$ cat config.mk
export PLATFORM = sky130hd
export DESIGN_NAME = pipe_reg_skid
export DESIGN_NICKNAME = d
export VERILOG_FILES = /design/src/rtl/pipe_pkg.sv /design/src/rtl/pipe_slot.sv /design/src/rtl/pipe_reg_skid.sv
export SDC_FILE = /design/constraint.sdc
export NUM_CORES = 1
export LEC_CHECK = 0
export BUFFER_PORTS_ARGS = -buffer_cell sky130_fd_sc_hd__buf_2
export CORE_AREA = 10 10 97 99
export CTS_BUF_LIST = sky130_fd_sc_hd__clkbuf_4
export DETAILED_ROUTE_END_ITERATION = 10
export DIE_AREA = 0 0 107 109
export GPL_TIMING_DRIVEN = 0
export SYNTH_ARGS = -nofsm -noshare
export SYNTH_HDL_FRONTEND = slang
export SYNTH_SLANG_ARGS = --single-unit
$ cat constraint.sdc
create_clock -name clk -period 4.2 [get_ports clk]
set_input_delay 0.42 -clock clk [delete_from_list [all_inputs] [get_ports clk]]
set_output_delay 0.42 -clock clk [all_outputs]
set_load 0.02 [all_outputs]
$ cat src/rtl/pipe_pkg.sv
// Shared types and constants for the skid-buffered pipeline stage.
// Holds the stage FSM state encoding and the width of the occupancy count.
// Imported by the top-level stage; the data slot itself needs nothing from here.
package pipe_pkg;

  // Occupancy-coded stage state: EMPTY = 0 entries, BUSY = main slot only,
  // FULL = main + skid. The 2'b11 encoding is illegal and recovers to EMPTY.
  typedef enum logic [1:0] {
    EMPTY = 2'b00,
    BUSY  = 2'b01,
    FULL  = 2'b10
  } pipe_state_t;

  localparam int PIPE_CNT_W = 2;

endpackage

$ cat src/rtl/pipe_slot.sv
// Purpose: one WIDTH-bit data slot of the pipeline stage (main or skid entry).
// Latency: a load or clear takes effect on the next rising clk edge.
// Backpressure: none of its own; the owning stage decides when to load.
// Ports: clk/rst (async, active-high, loads RESET_VAL), load (capture d),
//        clear (load RESET_VAL, wins over load), d (next payload), q (stored payload).
module pipe_slot #(
  parameter int               WIDTH     = 32,
  parameter logic [WIDTH-1:0] RESET_VAL = '0
) (
  input  logic             clk,
  input  logic             rst,
  input  logic             load,
  input  logic             clear,
  input  logic [WIDTH-1:0] d,
  output logic [WIDTH-1:0] q
);

  logic [WIDTH-1:0] data_d;
  logic [WIDTH-1:0] data_q;

  always_comb begin
    data_d = data_q;
    if (clear) begin
      data_d = RESET_VAL;
    end else if (load) begin
      data_d = d;
    end
  end

  always_ff @(posedge clk or posedge rst) begin
    if (rst) begin
      data_q <= RESET_VAL;
    end else begin
      data_q <= data_d;
    end
  end

  assign q = data_q;

endmodule

$ cat src/rtl/pipe_reg_skid.sv
// Purpose: valid/ready pipeline stage register with a 2-entry skid buffer and flush.
// Latency: 1 cycle from in_fire to out_valid when empty; 1 beat/cycle sustained.
// Backpressure: in_ready comes from the state register only (low when both slots are
//   full), so there is no combinational path from out_ready to in_ready.
// Ports: clk, rst (async, active-high), flush (sync kill of stored entries),
//   in_valid/in_ready/in_data (upstream), out_valid/out_ready/out_data (downstream),
//   count (occupancy 0..2).
module pipe_reg_skid
  import pipe_pkg::*;
#(
  parameter int               WIDTH          = 32,
  parameter logic [WIDTH-1:0] RESET_VAL      = '0,
  parameter bit               CLEAR_ON_FLUSH = 1'b0
) (
  input  logic                  clk,
  input  logic                  rst,
  input  logic                  flush,
  input  logic                  in_valid,
  output logic                  in_ready,
  input  logic [WIDTH-1:0]      in_data,
  output logic                  out_valid,
  input  logic                  out_ready,
  output logic [WIDTH-1:0]      out_data,
  output logic [PIPE_CNT_W-1:0] count
);

  pipe_state_t state_d;
  pipe_state_t state_q;

  logic             in_fire;
  logic             out_fire;
  logic             main_load;
  logic             main_from_skid;
  logic             skid_load;
  logic             slot_clear;
  logic [WIDTH-1:0] main_in;
  logic [WIDTH-1:0] main_q;
  logic [WIDTH-1:0] skid_q;

  // Handshake outputs decode the registered state only.
  assign in_ready  = (state_q != FULL);
  assign out_valid = (state_q != EMPTY);
  assign out_data  = main_q;

  assign in_fire  = in_valid & in_ready;
  assign out_fire = out_valid & out_ready;

  always_comb begin
    count = '0;
    case (state_q)
      EMPTY:   count = 2'd0;
      BUSY:    count = 2'd1;
      FULL:    count = 2'd2;
      default: count = 2'd0;
    endcase
  end

  // Next-state and slot-load decode. Flush overrides every transfer: the stage
  // empties and a same-cycle input beat is dropped, not captured.
  always_comb begin
    state_d        = state_q;
    main_load      = 1'b0;
    main_from_skid = 1'b0;
    skid_load      = 1'b0;

    if (flush) begin
      state_d = EMPTY;
    end else begin
      case (state_q)
        EMPTY: begin
          if (in_fire) begin
            state_d   = BUSY;
            main_load = 1'b1;
          end
        end
        BUSY: begin
          if (in_fire && out_fire) begin
            // Old head leaves as the new beat replaces it: occupancy unchanged.
            main_load = 1'b1;
          end else if (in_fire) begin
            // Downstream stalled: park the new (younger) beat in the skid slot.
            state_d   = FULL;
            skid_load = 1'b1;
          end else if (out_fire) begin
            state_d = EMPTY;
          end
        end
        FULL: begin
          // in_ready is low here, so only the drain side can move.
          if (out_fire) begin
            state_d        = BUSY;
            main_load      = 1'b1;
            main_from_skid = 1'b1;
          end
        end
        default: begin
          state_d = EMPTY;
        end
      endcase
    end
  end

  assign main_in    = main_from_skid ? skid_q : in_data;
  assign slot_clear = flush & CLEAR_ON_FLUSH;

  always_ff @(posedge clk or posedge rst) begin
    if (rst) begin
      state_q <= EMPTY;
    end else begin
      state_q <= state_d;
    end
  end

  pipe_slot #(
    .WIDTH     (WIDTH),
    .RESET_VAL (RESET_VAL)
  ) u_main_slot (
    .clk   (clk),
    .rst   (rst),
    .load  (main_load),
    .clear (slot_clear),
    .d     (main_in),
    .q     (main_q)
  );

  pipe_slot #(
    .WIDTH     (WIDTH),
    .RESET_VAL (RESET_VAL)
  ) u_skid_slot (
    .clk   (clk),
    .rst   (rst),
    .load  (skid_load),
    .clear (slot_clear),
    .d     (in_data),
    .q     (skid_q)
  );

endmodule

==> impl_metrics.py, run 1 <==
metrics = {
    "run_status": {
        "status": "completed",
    },
    "cells_and_area": {
        "final_util_pct": 46.9,
        "area_growth_pct": 20.0,
        "drive_above_1_share_pct": 60.7,
        "n_antenna_cell": 0,
        "stdcell_count": 377,
        "stdcell_area_um2": 3530,
        "nets": 308,
    },
    "power": {
        "pwr-share-clk_pct": 20.9,
        "p_sw_uw": 467,
        "seqPwrFrac_pct": 54.7,
        "power.internal_mw": 1.10,
        "vdd_drop_max_mv": 0.210,
        "cellPowerDensity_nw_per_um2": 443,
        "switching_share_pct": 29.8,
        "combPwrFrac_pct": 24.4,
        "p_leak_nw": 1.64,
    },
    "setup_path": {
        "arrival_ns": 2.19,
        "end_kind": "flop",
        "critical-path-slowest-cell": "dfrtp_1",
        "r2r-start": "state_q[0]$_DFFE_PP0P_",
        "rr_endpoint": "u_main_slot.q[16]$_DFFE_PP0P_",
        "worstSetupPathType": "flop to flop",
        "rr_worst_depth": 5,
        "cpPeakStageDelay_ns": 0.44,
        "start_kind": "flop",
        "crit_start": "state_q[0]$_DFFE_PP0P_",
        "crit_required_ns": 4.47,
        "ff2ff_setup_slack_ns": 2.28,
        "path_cells": "nand2b_4, nor3b_4, buf_6, mux2_1, mux2_2",
        "crit_path_max_fanout": 10,
        "endpoint": "u_main_slot.q[16]$_DFFE_PP0P_",
    },
    "global_route": {
        "antenna_found_initial": 0,
        "grt_pass1_vias": 1948,
        "grt_start_max_net_pins": 67,
        "grt_overflow": 0,
        "grtUsageTotal_pct": 10.4,
        "grt_first_pass_wirelength_um": 9560,
    },
    "floorplan": {
        "fp.coreArea_um2": 7530,
        "rows": 32,
        "die_h_um": 109,
        "die_w_um": 107,
        "dieArea_um2": 11700,
        "io-pin-count": 73,
        "start_util_pct": 39.0,
    },
    "sta": {
        "fin_crit_sh_pct": 45.7,
        "finalHoldViolCount": 0,
        "setup_viol_count_final": 0,
        "drv_slew": 0,
        "fin_setup_tns_ns": 0,
        "finClkSkew_ns": 0.00832,
        "grt_setup_unrepaired": "no",
        "slew_headroom_pct": 46.2,
        "min_period_ns": 1.92,
        "fmax_mhz": 521,
        "worstMarginPinSlew_ns": 0.807,
    },
    "detailed_routing": {
        "drtIter0Drc": 44,
        "drt_drc_violations_left": 0,
        "vias": 1779,
        "vias_per_cell": 4.72,
        "wl_per_cell_um": 15.7,
        "final_antenna_net_count": 0,
        "drtPass1Iterations": 2,
        "wl_um": 5920,
    },
    "place": {
        "dp_hpwl_um": 4260,
        "gp_congestion": 0.694,
        "dpl-instance-area_um2": 3430,
        "io_buffers": 72,
        "dp.cells": 362,
    },
    "logic_synthesis": {
        "avgSynthCellArea_um2": 15.6,
        "ys_top_cells_by_count": "dfrtp_1 (66), mux2_2 (66), mux2_1 (30), buf_6 (6)",
        "synth-async-reset-ratio_pct": 100,
        "synth_cells": 188,
        "synth_edf_count": 0,
        "synth_area_leaders": "dfrtp_1 (56%), mux2_2 (25%), mux2_1 (11%)",
        "synth_ff_type": "dfrtp_1",
        "yosysTopAreaCell": "dfrtp_1",
        "yosysWarnings": 0,
        "ys_types": 19,
        "synth_area_um2": 2940,
        "ys_seq_elements": 66,
        "synth.top_cell.area_share_pct": 56.2,
        "seq_area_frac_synth_pct": 56.2,
        "syn-num-nets": 225,
    },
    "cts": {
        "clkSinkCount": 66,
        "cts-buffers-inserted": 9,
        "cts_hold_buf": 0,
        "clock_path_buffers": 2,
        "post_cts_resized": 0,
        "cts-root-buf": "clkbuf_4",
        "postCtsSetupRepairBufs": 0,
        "cts_tree": "yes",
        "htreeDepth": 3,
        "clk_latency_ns": 0.39,
        "clkTransAtPathRegs_ns": 0.11,
    },
    "worst_hold_path": {
        "hold_class": "input port to async pin",
    },
    "run": {
        "maxCapViolCount": 0,
    },
}
flip-flops by register name, indices dropped and copies added, names as in the netlist:
name and count:
state_q 2, u_main_slot.q 32, u_skid_slot.q 32
power by group through the flow:
stage	clock network, mW	logic (mW)	registers [mW]
6_report	0.327	0.382	0.855
2_1_floorplan	0	0.188	0.935
3_3_place_gp	0	0.385	0.861
5_1_grt	0.373	0.418	0.875
3_5_place_dp	0	0.392	0.869
4_1_cts	0.345	0.393	0.857
cell usage in the layout (no fill, tap or decap):
master     n
nand2b_1   1
mux2i_1    1
nand3_1    1
o31ai_1    1
buf_2     75
nor3b_4    1
clkinv_1   2
nor2b_1    2
clkinv_2   3
clkbuf_4  10
mux2_1    30
a21oi_2    1
o21ai_2    1
buf_6      6
or2_2      1
mux2_2    66
o21a_1     1
inv_4      1
dfrtp_1   66
inv_2      1
nand2b_4   1
nor2_1     3
through the flow:
stage / total power [mW] / hold WS, ns / setup WS (ns)
global placement: 1.25 / 0.482 / 1.19
global route: 1.67 / 0.189 / 2.17
finish: 1.56 / 0.178 / 2.28
CTS: 1.59 / 0.204 / 2.23
detailed placement: 1.26 / 0.489 / 2.27
floorplan: 1.12 / 0.474 / 2.13
how the worst min path moves through the flow:
stage	start	endpoint	slack, ns	cells past startpoint
6_report	rst	u_main_slot.q[23]$_DFFE_PP0P_	0.18	2
5_1_grt	rst	u_main_slot.q[23]$_DFFE_PP0P_	0.19	2
4_1_cts	rst	u_main_slot.q[23]$_DFFE_PP0P_	0.20	2
3_5_place_dp	u_main_slot.q[27]$_DFFE_PP0P_	u_main_slot.q[27]$_DFFE_PP0P_	0.49	1
3_3_place_gp	u_skid_slot.q[6]$_DFFE_PP0P_	u_skid_slot.q[6]$_DFFE_PP0P_	0.48	1
2_1_floorplan	u_skid_slot.q[2]$_DFFE_PP0P_	u_skid_slot.q[2]$_DFFE_PP0P_	0.47	1
kinds of logic after synthesis:
group           synth area share (%)
compound gates                  1.11
buf+inv                         3.06
flops                           56.2
mux                             37.1
simple gates                    2.51
layout make-up:
type / count / area, um^2
Buffer: 9 / 82.6
Inverter: 2 / 10.0
Sequential cell: 66 / 1650
Clock inverter: 5 / 22.5
Timing Repair Buffer: 72 / 360
Clock buffer: 10 / 75.1
Multi-Input combinational cell: 111 / 1200
Tap cell: 102 / 128
Fill cell: 721 / 4000
layer usage:
metal | wire length, um | part of all wire (%) | track usage, %
met1 | 2730 | 46 | 12.4
met3 | 468 | 7.9 | 5.37
met2 | 2690 | 45 | 15.9
met5 | 0 | 0 | 0
met4 | 35 | 0.59 | 3.48
worst max-delay path: cells and delay by family (launching register included):
family	cells	cell delay, ns
mux	2	0.59
buf+inv	1	0.22
flops	1	0.44
simple gates	2	0.54
Power figures use the tool's default switching activity.
==> inputs of run 2 (changes only) <==
clock period = 1.8 ns   (was 4.2 ns; I/O delays follow)
==> run 2 against run 1 <==
Final area up 7.4%. Wire length up 3.7%. Maximum frequency up 9.7%. Global-route usage up 0.95 points. First-iteration DRC count down 34%. Clock power up 140%. Core utilization up 3.5 points. Sequential cell count unchanged. Die area unchanged. Worst hold slack worse by 0.14 ns. Power up 140%.
==> impl_metrics.py, run 2 (synthesis gave the netlist of run 1 again) <==
metrics = {
    "setup_path": {
        "rr_worst_depth": 6,
        "ff2ff_setup_slack_ns": 0.05,
        "end_kind": "flop",
        "crit_required_ns": 2.07,
        "rr_endpoint": "u_main_slot.q[22]$_DFFE_PP0P_",
        "arrival_ns": 2.02,
        "start_kind": "flop",
        "crit_path_max_fanout": 10,
        "r2r-start": "state_q[0]$_DFFE_PP0P_",
        "worstSetupPathType": "flop to flop",
    },
    "floorplan": {
        "io-pin-count": 73,
        "rows": 32,
        "dieArea_um2": 11700,
        "fp.coreArea_um2": 7530,
        "start_util_pct": 39.0,
        "die_h_um": 109,
        "die_w_um": 107,
    },
    "detailed_routing": {
        "final_antenna_net_count": 0,
        "wl_um": 6150,
        "wl_per_cell_um": 15.4,
        "drt_drc_violations_left": 0,
        "vias": 1885,
        "vias_per_cell": 4.71,
        "drtPass1Iterations": 4,
        "drtIter0Drc": 29,
    },
    "power": {
        "seqPwrFrac_pct": 53.7,
        "vdd_drop_max_mv": 0.434,
        "p_leak_nw": 1.74,
        "cellPowerDensity_nw_per_um2": 978,
        "p_sw_mw": 1.11,
        "switching_share_pct": 29.9,
        "combPwrFrac_pct": 25.5,
        "pwr-share-clk_pct": 20.8,
        "power.internal_mw": 2.60,
    },
    "cells_and_area": {
        "final_common_cell": "buf_2",
        "area_growth_pct": 28.9,
        "nFillCells": 720,
        "nets": 331,
        "final_cell_mix": "buf_2 (75), mux2_2 (66), dfrtp_1 (65)",
        "final_util_pct": 50.3,
        "drive_above_1_share_pct": 58.1,
        "n_antenna_cell": 0,
    },
    "sta": {
        "drv_slew": 0,
        "worstMarginPinSlew_ns": 0.676,
        "setup_viol_count_final": 0,
        "finalHoldViolCount": 0,
        "holdWs_ns": 0.0382,
        "slew_headroom_pct": 54.9,
        "finClkSkew_ns": 0.0148,
        "min_period_ns": 1.75,
        "grt_setup_unrepaired": "yes",
        "fin_crit_sh_pct": 97.2,
        "fmax_mhz": 572,
    },
    "cts": {
        "clk_latency_ns": 0.39,
        "clkTransAtPathRegs_ns": 0.10,
        "cts_tree": "yes",
        "clkSinkCount": 66,
        "cts-buffers-inserted": 9,
        "htreeDepth": 3,
        "clock_path_buffers": 2,
        "cts-root-buf": "clkbuf_4",
    },
    "worst_hold_path": {
        "min_path_cells": 2,
        "hold_path_startpoint": "in_data[27]",
        "hold_class": "input port to flop",
        "hold_end": "u_skid_slot.q[27]$_DFFE_PP0P_",
    },
    "place": {
        "dp_hpwl_um": 4390,
        "io_buffers": 72,
        "gp_congestion": 0.692,
    },
    "global_route": {
        "antenna_found_initial": 0,
        "grtUsageTotal_pct": 11.3,
        "grt_overflow": 0,
        "grt_pass1_vias": 2132,
        "grt_first_pass_wirelength_um": 10300,
        "grt_start_max_net_pins": 38,
    },
    "run": {
        "maxCapViolCount": 0,
    },
    "run_status": {
        "status": "completed",
    },
}
## run 2: cell count changes in the layout (fill, tap and decap cells not counted), moves of 2 or more
cell | before | now
buf_4 | 0 | 2
buf_6 | 6 | 4
buf_8 | 0 | 3
dlygate4sd3_1 | 0 | 19
## run 2: per-stage QoR
step / total power [mW] / std cells / cell area, um^2 / setup WS, ns / TNS [ns]
after floorplan: 2.62 / 188 / 2940 / 0.0127 / 0
after global placement: 2.91 / 362 / 3430 / -0.117 / -3.08
after detailed placement: 2.95 / 363 / 3450 / -0.149 / -3.73
after CTS: 3.78 / 397 / 3740 / -0.00229 / -0.00229
after global routing: 3.96 / 400 / 3790 / -0.00988 / -0.0140
final: 3.71 / 400 / 3790 / 0.0507 / 0
## run 2: repair_timing
action	CTS	global route
setup endpoints to repair	31	59
resized for setup	1	6
buffers inserted	3	0
pin swaps	1	0
hold buffers	16	3
endpoints found under the hold margin	44	3
## run 2: cell type report
cell class	count	area, um^2	area share [%]
Clock buffer	10	75.1	1.98
Inverter	2	11.3	0.297
Multi-Input combinational cell	111	1210	31.9
Tap cell	102	128	3.37
Timing Repair Buffer	95	597	15.8
Clock inverter	5	22.5	0.595
Buffer	9	93.8	2.48
Sequential cell	66	1650	43.6
## run 2: worst max-delay path by stage
stage                                                to  slack (ns)  cells after the start                    from
after detailed placement  u_main_slot.q[22]$_DFFE_PP0P_       -0.15                      5  state_q[0]$_DFFE_PP0P_
after CTS                 u_skid_slot.q[28]$_DFFE_PP0P_      -0.002                      4  state_q[1]$_DFFE_PP0P_
after global routing      u_main_slot.q[30]$_DFFE_PP0P_       -0.01                      6  state_q[0]$_DFFE_PP0P_
after global placement    u_main_slot.q[14]$_DFFE_PP0P_       -0.12                      5  state_q[0]$_DFFE_PP0P_
final                     u_main_slot.q[22]$_DFFE_PP0P_        0.05                      6  state_q[0]$_DFFE_PP0P_
after floorplan            u_main_slot.q[0]$_DFFE_PP0P_        0.01                      5  state_q[0]$_DFFE_PP0P_
## run 2: per-layer routing
metal  part of all wire, %  GRT usage [%]
met5                     0              0
met4                   1.7           4.35
met3                   6.6           4.96
met2                    47           17.9
met1                    45           13.4
## run 2: power by group through the flow
stage	Combinational, mW	Sequential (mW)	Clock, mW
final	0.944	1.99	0.770
after global routing	1.03	2.05	0.886
after CTS	0.963	2.00	0.817
after detailed placement	0.924	2.03	0
after global placement	0.899	2.01	0
after floorplan	0.438	2.18	0
## run 2: worst max-delay path: stages (launching register included)
cell	delay, ns
dfrtp_1	0.39
nand2b_4	0.17
nor3b_4	0.18
buf_6	0.16
buf_8	0.15
mux2_1	0.32
mux2_2	0.27
==> inputs of run 3 (changes only) <==
SETUP_SLACK_MARGIN = 0.2   (was not set)
==> run 3 against run 2 <==
Non-clock buffer count is 1 lower. Clock skew is 0.0050 ns lower. First-iteration DRC count is 14% higher. Maximum frequency hardly changed. Critical path depth stayed put. Sequential power hardly changed. Clock power is 26% higher. Combinational power is 7% higher. Die area stayed put. Power is 7.6% higher.
==> impl_metrics.py, run 3 (synthesis gave the netlist of run 1 again) <==
metrics = {
    "run_status": {
        "status": "completed",
    },
    "detailed_routing": {
        "drtIter0Drc": 33,
        "wl_per_cell_um": 16.0,
        "drtPass1Iterations": 4,
        "vias_per_cell": 4.69,
        "vias": 1877,
        "wl_um": 6400,
        "final_antenna_net_count": 0,
        "drt_drc_violations_left": 0,
    },
    "power": {
        "seqPwrFrac_pct": 50.3,
        "power.internal_mw": 2.86,
        "p_leak_nw": 1.88,
        "switching_share_pct": 28.3,
        "pwr-share-clk_pct": 24.4,
        "combPwrFrac_pct": 25.3,
        "total_power_mw": 3.99,
        "cellPowerDensity_nw_per_um2": 1010,
        "p_sw_mw": 1.13,
        "vdd_drop_max_mv": 0.581,
    },
    "cts": {
        "cts-root-buf": "clkbuf_4",
        "clock_path_buffers": 2,
        "clk_latency_ns": 0.39,
        "cts_tree": "yes",
        "htreeDepth": 3,
        "clkTransAtPathRegs_ns": 0.10,
        "clkSinkCount": 66,
        "cts-buffers-inserted": 9,
    },
    "sta": {
        "drv_slew": 0,
        "fmax_mhz": 572,
        "slew_headroom_pct": 58.1,
        "finalHoldViolCount": 0,
        "setup_viol_count_final": 0,
        "finClkSkew_ns": 0.00987,
        "min_period_ns": 1.75,
        "worstMarginPinSlew_ns": 0.627,
        "fin_crit_sh_pct": 97.2,
        "worst_slack_ns": 0.0505,
        "grt_setup_unrepaired": "yes",
    },
    "run": {
        "maxCapViolCount": 0,
    },
    "floorplan": {
        "die_h_um": 109,
        "io-pin-count": 73,
        "die_w_um": 107,
        "dieArea_um2": 11700,
        "rows": 32,
        "fp.coreArea_um2": 7530,
        "start_util_pct": 39.0,
    },
    "place": {
        "pre_cts_slack_ns": -0.123,
        "gp_congestion": 0.673,
        "dp_hpwl_um": 4350,
        "io_buffers": 72,
    },
    "worst_hold_path": {
        "hold_class": "input port to flop",
    },
    "global_route": {
        "grt_overflow": 0,
        "busiest_layer": "met2",
        "met2_usage_pct": 16.9,
        "grtUsageMet3_pct": 4.01,
        "grtUsageTotal_pct": 10.9,
        "antenna_found_initial": 0,
        "met1_usage_pct": 13.3,
        "grt_start_max_net_pins": 40,
        "grt_first_pass_wirelength_um": 10000,
        "grt_pass1_vias": 1981,
    },
    "cells_and_area": {
        "area_growth_pct": 34.6,
        "nets": 330,
        "n_antenna_cell": 0,
        "final_cell_mix": "buf_2 (73), dfrtp_1 (65), mux2_2 (50)",
        "final_common_cell": "buf_2",
        "drive_above_1_share_pct": 66.8,
    },
    "setup_path": {
        "crit_path_max_fanout": 10,
        "rr_endpoint": "u_main_slot.q[9]$_DFFE_PP0P_",
        "start_kind": "flop",
        "crit_required_ns": 2.08,
        "crit_start": "state_q[0]$_DFFE_PP0P_",
        "end_kind": "flop",
        "worstSetupPathType": "flop to flop",
        "r2r-start": "state_q[0]$_DFFE_PP0P_",
        "arrival_ns": 2.03,
        "endpoint": "u_main_slot.q[9]$_DFFE_PP0P_",
        "ff2ff_setup_slack_ns": 0.05,
        "rr_worst_depth": 6,
    },
}
==> run 3: changes by cell type in the layout (fill, tap and decap cells not counted), sizes merged <==
cell         previous run  this run
dlygate4sd3            19        11
clkbuf                 10        14
bufinv                  0         1
clkinv                  5         2
buf                    85        91
==> run 3: timing repair <==
item,in CTS,in global routing
gates resized for setup,7,41
hold endpoints to repair,35,2
hold buffers,9,2
gates cloned,1,0
endpoints found under the setup margin,61,63
setup buffers,6,3
pin swaps,2,1
==> run 3: final cells by class <==
type,instances,area (um^2)
buffer,9,103
clock buffer,13,97.6
clock inverter,3,40.0
fill,716,3570
inverter,2,11.3
multi-input combinational,111,1340
sequential,66,1650
tap,102,128
timing repair buffer,94,583
==> run 3: metrics by stage <==
stage	util, %	std cells	TNS, ns	cell area [um^2]	hold WS, ns
after floorplan	-	188	0	2940	0.246
after global placement	45.6	362	-2.62	3430	0.422
after detailed placement	45.8	363	-3.08	3450	0.295
after CTS	49.9	395	0	3760	0.000553
after global routing	52.6	400	-0.0323	3960	0.00318
final	52.6	400	0	3960	0.0315
==> run 3: power by group through the flow <==
| stage | logic [mW] | registers [mW] | clock network, mW |
|---|---|---|---|
| after global routing | 1.09 | 2.06 | 1.08 |
| after detailed placement | 0.919 | 2.03 | 0 |
| after global placement | 0.898 | 2.01 | 0 |
| after floorplan | 0.438 | 2.18 | 0 |
| final | 1.01 | 2.01 | 0.972 |
| after CTS | 0.948 | 2.00 | 1.01 |
==> run 3: metal layers <==
layer  wire [um]  vias to the layer above
li1            -                      884
met1        2930                      939
met2        3020                       48
met3         382                        6
met4          66                        0
met5           0                        -
==> run 3: how the worst min path moves through the flow <==
stage / slack (ns) / cells after the start / start / end
5_1_grt: 0.003 / 2 / in_data[7] / u_skid_slot.q[7]$_DFFE_PP0P_
4_1_cts: 0.0006 / 2 / in_data[5] / u_skid_slot.q[5]$_DFFE_PP0P_
3_3_place_gp: 0.42 / 2 / in_data[13] / u_skid_slot.q[13]$_DFFE_PP0P_
2_1_floorplan: 0.25 / 1 / flush / state_q[0]$_DFFE_PP0P_
6_report: 0.03 / 2 / in_data[5] / u_skid_slot.q[5]$_DFFE_PP0P_
3_5_place_dp: 0.30 / 2 / rst / u_skid_slot.q[14]$_DFFE_PP0P_
==> run 3: critical path, cell delays in order, from the launching register on <==
cell and delay, ns:
dfrtp_1 0.39, nand2b_4 0.17, nor3b_4 0.20, buf_6 0.16, buf_12 0.13, mux2_1 0.31, mux2_2 0.27
